File: src/rtl/mm_pkg.sv
// Shared types and default sizes for the tiled matrix-multiply scheduler.
package mm_pkg;

    localparam int N_DEF     = 16;
    localparam int IDX_W_DEF = 8;

    typedef enum logic [2:0] {
        IDLE,
        ISSUE,
        WAIT,
        WB,
        FINISH
    } sched_state_t;

    typedef logic [IDX_W_DEF-1:0] tile_idx_t;

endpackage

File: src/rtl/mm_tile_counter.sv
// Nested i/j/k tile index counter; k innermost, j middle, i outermost.
module mm_tile_counter
    import mm_pkg::*;
#(
    parameter int IDX_W = IDX_W_DEF
) (
    input  logic             clk,
    input  logic             rst,
    input  logic             load,
    input  logic             step_k,
    input  logic             step_ij,
    input  logic [IDX_W-1:0] dim_i,
    input  logic [IDX_W-1:0] dim_j,
    input  logic [IDX_W-1:0] dim_k,
    output logic [IDX_W-1:0] ti,
    output logic [IDX_W-1:0] tj,
    output logic [IDX_W-1:0] tk,
    output logic             last_k,
    output logic             last_ij
);

    // Last legal index of each loop, captured at load so compares never wrap.
    logic [IDX_W-1:0] i_max;
    logic [IDX_W-1:0] j_max;
    logic [IDX_W-1:0] k_max;

    always_ff @(posedge clk or negedge rst) begin
        if (!rst) begin
            i_max <= '0;
            j_max <= '0;
            k_max <= '0;
            ti    <= '0;
            tj    <= '0;
            tk    <= '0;
        end else if (load) begin
            i_max <= dim_i - 1'b1;
            j_max <= dim_j - 1'b1;
            k_max <= dim_k - 1'b1;
            ti    <= '0;
            tj    <= '0;
            tk    <= '0;
        end else if (step_ij) begin
            tk <= '0;
            if (tj != j_max) begin
                tj <= tj + 1'b1;
            end else begin
                tj <= '0;
                if (ti != i_max) begin
                    ti <= ti + 1'b1;
                end
            end
        end else if (step_k) begin
            tk <= tk + 1'b1;
        end
    end

    assign last_k  = (tk == k_max);
    assign last_ij = (ti == i_max) && (tj == j_max);

endmodule

File: src/rtl/mm_tile_scheduler.sv
// Sequences compute_unit over every (i,j,k) tile step and hands each finished
// output tile to the writeback port; reports busy/done/err and busy cycles.
module mm_tile_scheduler
    import mm_pkg::*;
#(
    parameter int N     = N_DEF,
    parameter int IDX_W = IDX_W_DEF,
    parameter int CYC_W = 32
) (
    input  logic             clk,
    input  logic             rst,
    input  logic             start,
    input  logic             abort,
    input  logic [IDX_W-1:0] tiles_i,
    input  logic [IDX_W-1:0] tiles_j,
    input  logic [IDX_W-1:0] tiles_k,
    output logic             busy,
    output logic             done,
    output logic             err,
    output logic             cu_start,
    output logic             cu_acc_clr,
    output logic [IDX_W-1:0] cu_ti,
    output logic [IDX_W-1:0] cu_tj,
    output logic [IDX_W-1:0] cu_tk,
    input  logic             cu_done,
    output logic             wb_valid,
    input  logic             wb_ready,
    output logic [IDX_W-1:0] wb_ti,
    output logic [IDX_W-1:0] wb_tj,
    output logic [CYC_W-1:0] cycle_count
);

    if (N < 1) begin : g_n_check
        $error("mm_tile_scheduler: N must be at least 1");
    end

    sched_state_t     state;
    sched_state_t     state_nxt;
    logic             load;
    logic             step_k;
    logic             step_ij;
    logic             zero_dim;
    logic             last_k;
    logic             last_ij;
    logic [IDX_W-1:0] ti;
    logic [IDX_W-1:0] tj;
    logic [IDX_W-1:0] tk;

    assign zero_dim = (tiles_i == '0) || (tiles_j == '0) || (tiles_k == '0);

    mm_tile_counter #(
        .IDX_W (IDX_W)
    ) u_counter (
        .clk     (clk),
        .rst     (rst),
        .load    (load),
        .step_k  (step_k),
        .step_ij (step_ij),
        .dim_i   (tiles_i),
        .dim_j   (tiles_j),
        .dim_k   (tiles_k),
        .ti      (ti),
        .tj      (tj),
        .tk      (tk),
        .last_k  (last_k),
        .last_ij (last_ij)
    );

    always_ff @(posedge clk or negedge rst) begin
        if (!rst) begin
            state <= IDLE;
        end else begin
            state <= state_nxt;
        end
    end

    always_comb begin
        state_nxt = state;
        load      = 1'b0;
        step_k    = 1'b0;
        step_ij   = 1'b0;
        case (state)
            IDLE: begin
                if (start) begin
                    load      = 1'b1;
                    state_nxt = zero_dim ? FINISH : ISSUE;
                end
            end
            ISSUE:   state_nxt = WAIT;
            WAIT: begin
                if (cu_done) begin
                    if (last_k) begin
                        state_nxt = WB;
                    end else begin
                        step_k    = 1'b1;
                        state_nxt = ISSUE;
                    end
                end
            end
            WB: begin
                if (wb_ready) begin
                    step_ij   = 1'b1;
                    state_nxt = last_ij ? FINISH : ISSUE;
                end
            end
            FINISH:  state_nxt = IDLE;
            default: state_nxt = IDLE;
        endcase
        // Abort outranks every transition once a job is running.
        if (abort && (state != IDLE)) begin
            state_nxt = IDLE;
            step_k    = 1'b0;
            step_ij   = 1'b0;
        end
    end

    // The accepting cycle counts as the first busy cycle of the job.
    always_ff @(posedge clk or negedge rst) begin
        if (!rst) begin
            err         <= 1'b0;
            cycle_count <= '0;
        end else if (load) begin
            err         <= zero_dim;
            cycle_count <= CYC_W'(1);
        end else begin
            if (abort && (state != IDLE)) begin
                err <= 1'b1;
            end
            if (busy && (cycle_count != '1)) begin
                cycle_count <= cycle_count + 1'b1;
            end
        end
    end

    assign busy       = (state != IDLE);
    assign done       = (state == FINISH) && !abort;
    assign cu_start   = (state == ISSUE);
    assign cu_acc_clr = cu_start && (tk == '0);
    assign cu_ti      = ti;
    assign cu_tj      = tj;
    assign cu_tk      = tk;
    assign wb_valid   = (state == WB);
    assign wb_ti      = ti;
    assign wb_tj      = tj;

endmodule

File: config.mk
export PLATFORM = sky130hd
export DESIGN_NAME = mm_tile_scheduler
export DESIGN_NICKNAME = d
export VERILOG_FILES = /design/src/rtl/mm_pkg.sv /design/src/rtl/mm_tile_counter.sv /design/src/rtl/mm_tile_scheduler.sv
export SDC_FILE = /design/constraint.sdc
export NUM_CORES = 1
export LEC_CHECK = 0
export ABC_AREA = 1
export CAP_MARGIN = 25
export CORE_MARGIN = 2
export CORE_UTILIZATION = 48
export CTS_CLUSTER_DIAMETER = 120
export CTS_CLUSTER_SIZE = 30
export DETAILED_ROUTE_END_ITERATION = 16
export PLACE_DENSITY_LB_ADDON = 0.3
export SLEW_MARGIN = 20
export SYNTH_ARGS = -nofsm -noshare
export SYNTH_HDL_FRONTEND = slang
export SYNTH_HIERARCHICAL = 1
export SYNTH_SLANG_ARGS = --single-unit
export TNS_END_PERCENT = 30
File: constraint.sdc
create_clock -name clk -period 2.05 [get_ports clk]
set_clock_uncertainty 0.15 [all_clocks]
set_input_delay 0.205 -clock clk [delete_from_list [all_inputs] [get_ports clk]]
set_output_delay 0.205 -clock clk [all_outputs]
set_load 0.1 [all_outputs]
==> results <==
-- cells by family after synthesis --
logic type | after synthesis
buffers and inverters | 104
DFF | 84
adders and majority gates | 7
xor gates and xnor gates | 38
and+or+nand+nor | 513
AOI/OAI and AO/OA | 57
-- Yosys cell counts, drive strengths merged (7+ instances only) --
master and instances:
a21oi 21, buf 27, dfrtp 84, ha 7, inv 71, nand2 283
nand3 47, nand4 29, nor2 126, nor3 13, o21ai 23, xnor2 26
xor2 12
-- worst min path at each step --
stage	startpoint	to	slack, ps	depth (start not counted)
after floorplan	rst	cycle_count[10]	-240	0
after global placement	rst	u_counter/tk[2]	60	1
after detailed placement	rst	u_counter/tk[2]	70	1
after CTS	rst	u_counter/tk[2]	250	2
after global routing	rst	u_counter/tk[2]	280	2
final	rst	u_counter/tk[2]	230	2
-- per-layer routing --
layer | vias to the layer above | wire length [µm] | GRT usage (%)
met5 | - | 0 | 0
met4 | 0 | 157 | 6.58
met3 | 13 | 746 | 3.55
met2 | 159 | 6880 | 39.1
met1 | 2525 | 6650 | 32.9
li1 | 2807 | - | -
-- power groups by stage --
stage               clock, W  combinational, W  sequential [W]
floorplan                  0           0.00247         0.00325
global placement           0           0.00434         0.00242
detailed placement         0           0.00439         0.00243
CTS                  0.00153           0.00441         0.00241
global route         0.00161           0.00483         0.00247
finish               0.00151           0.00450         0.00242
-- repair_timing --
item	CTS	global route
setup endpoints to repair	1	15
endpoints found under the hold margin	37	0
hold buffers	1	0
resized for setup	1	21
buffers inserted	0	5
pin swaps	0	15
-- flip-flops by register name, summed over array words and instances, names as in the netlist --
signal / count
u_counter/ti: 8
u_counter/j_max: 8
cycle_count: 32
u_counter/tk: 8
u_counter/i_max: 8
err: 1
u_counter/k_max: 8
u_counter/tj: 8
state: 3
-- metrics by stage --
| step | worst slack [ps] | power (W) | setup TNS, ps | util, % | instance area, µm² |
|---|---|---|---|---|---|
| 2_1_floorplan | -515 | 0.00572 | -4260 | - | 5690 |
| 3_3_place_gp | 58.3 | 0.00676 | 0 | 61.5 | 6960 |
| 3_5_place_dp | 21.2 | 0.00682 | 0 | 61.5 | 6960 |
| 4_1_cts | 14.9 | 0.00835 | 0 | 64.0 | 7250 |
| 5_1_grt | -175 | 0.00891 | -456 | 65.0 | 7360 |
| 6_report | 4.89 | 0.00843 | 0 | 65.0 | 7360 |
-- worst max-delay path: cells and delay by family (launching register included) --
kind / cells / cell delay (ps)
DFF: 1 / 490
buffers and inverters: 1 / 90
and+or+nand+nor: 9 / 1060
xor gates and xnor gates: 1 / 130
-- area by class of cell --
class / instances / area (µm²)
Tap cell: 143 / 179
Clock buffer: 14 / 254
Sequential cell: 84 / 2180
Inverter: 73 / 293
Multi-Input combinational cell: 615 / 3090
Fill cell: 1001 / 3960
Timing Repair Buffer: 153 / 1360
Clock inverter: 2 / 12.5
==> impl_metrics.tcl <==
set metrics [dict create \
    maxSlewViolCount 0 \
    synthTopCellsByArea "dfrtp_1 38%, nand2_1 19%, nor2_1 8.4%" \
    power_density_nw_per_um2 1140 \
    max_freq_mhz 489 \
    yosysSeqAreaShare_pct 38.2 \
    synth_top_family_by_area "simple AND/OR/NAND/NOR gates" \
    finalCritPeriodShare_pct 99.8 \
    finalCriticalPeriod_ps 2050 \
    grt_pass1_wl_mm 24.2 \
    yosys.area_share.simple_pct 39.6 \
    rr_endpoint "u_counter/tk[7]" \
    p_comb_share_pct 53.4 \
    synth_edf_count 0 \
    crit_end "u_counter/tk[7]" \
    port_buffers 107 \
    numCtsBuffers 9 \
    antenna_left 0 \
    setup_violations 0 \
    internal_power_w 0.00426 \
    dr.first_iter.drc_count 342 \
    num_vias 5504 \
    power_switching_w 0.00417 \
    critPathArrivalTime_ps 2130 \
    path_cells "xnor2_2 > nand4_1 > nor2_2 > nor4_4 > inv_2 > nand2_4 > nand3_4 > nor3_4 > nand3_1 > nand2_1 > nor2_2" \
    path_common_cell "nor2_2" \
    clock_path_buffers 2 \
    ir_drop_uv 1070 \
    synth_compound_area_share_pct 5.75 \
    antenna_found_initial 0 \
    synthMuxAreaShare_pct 0 \
    startpoint "u_counter/tk[4]" \
    syn_to_final_growth_pct 33.7 \
    r2r_cells 11 \
    viasPerCell 5.08 \
    max_slew_margin_pct 65.6 \
    start_util_pct 48.7 \
    root_buffer "clkbuf_16" \
    yosys.area_share.xor_xnor_pct 6.04 \
    path_max_fanout 3 \
    ys.flop_type "dfrtp_1" \
    fp.dieH_um 111 \
    crit_path_top_delay_cell "dfrtp_4" \
    endpoint_kind "flip-flop" \
    drive_above_1_share_pct 24.5 \
    p_leak_nw 3.44 \
    io_pins 108 \
    cts_sinks 84 \
    routed_wl_mm 14.4 \
    grt_max_degree 40 \
    path_class "flip-flop to flip-flop" \
    hpwl_mm 10.9 \
    gp_congestion 0.951 \
    cpPeakStageDelay_ps 490 \
    whs_ps 226 \
    yosysTopAreaCell "dfrtp_1" \
    worst_slew_pin_slew_ps 516 \
    r2r-start "u_counter/tk[4]" \
    final_cells 1084 \
    synth_area_um2 5510 \
    final_cell_mix "268 x nand2_1, 118 x nor2_1, 113 x buf_4, 64 x inv_1, 43 x nand3_1" \
    fp.coreArea_um2 11300 \
    critPathLaunchType "flip-flop" \
    yosys.area.top_type_share_pct 38.2 \
    ctsHtreeMaxLevel 3 \
    worstSkewPairLatency_ps 340 \
    ys_warn_count 6 \
    placed_cells 1062 \
    rows 39 \
    fp.dieW_um 111 \
    synth_fp_nets 840 \
    synth_cell_types 37 \
    rsz0062_at_grt "yes" \
    cap_violations 0 \
    drtPass1Iterations 5 \
    r2r_slack_ps 5 \
    gr-total-overflow 0 \
    nets 973 \
    detail_route.wl_per_cell_um 13.3 \
    clk_pin_slew_ps 60 \
    final_hold_viol_count 0 \
    synth_fa_ha_area_share_pct 1.59 \
    diodes 0 \
    grt_use_total_pct 23.8 \
    postSynthAreaPerCell_um2 6.86 \
    status "finished clean" \
    cts_tree "yes" \
    worstPathRequired_ps 2140 \
    grt_pass1_vias 5041 \
    ys_seq_elements 84 \
    p_seq_share_pct 28.7 \
    layout_commonest_cell "nand2_1" \
    pwr-share-clk_pct 18.0 \
    hold_path.class "primary input to async pin" \
    die-area_um2 12300 \
    drc_errors 0 \
    synth_cells 803 \
    switching_share_pct 49.4 \
    async_flop_share_pct 100 \
]
(Power assumes the default switching activity.)
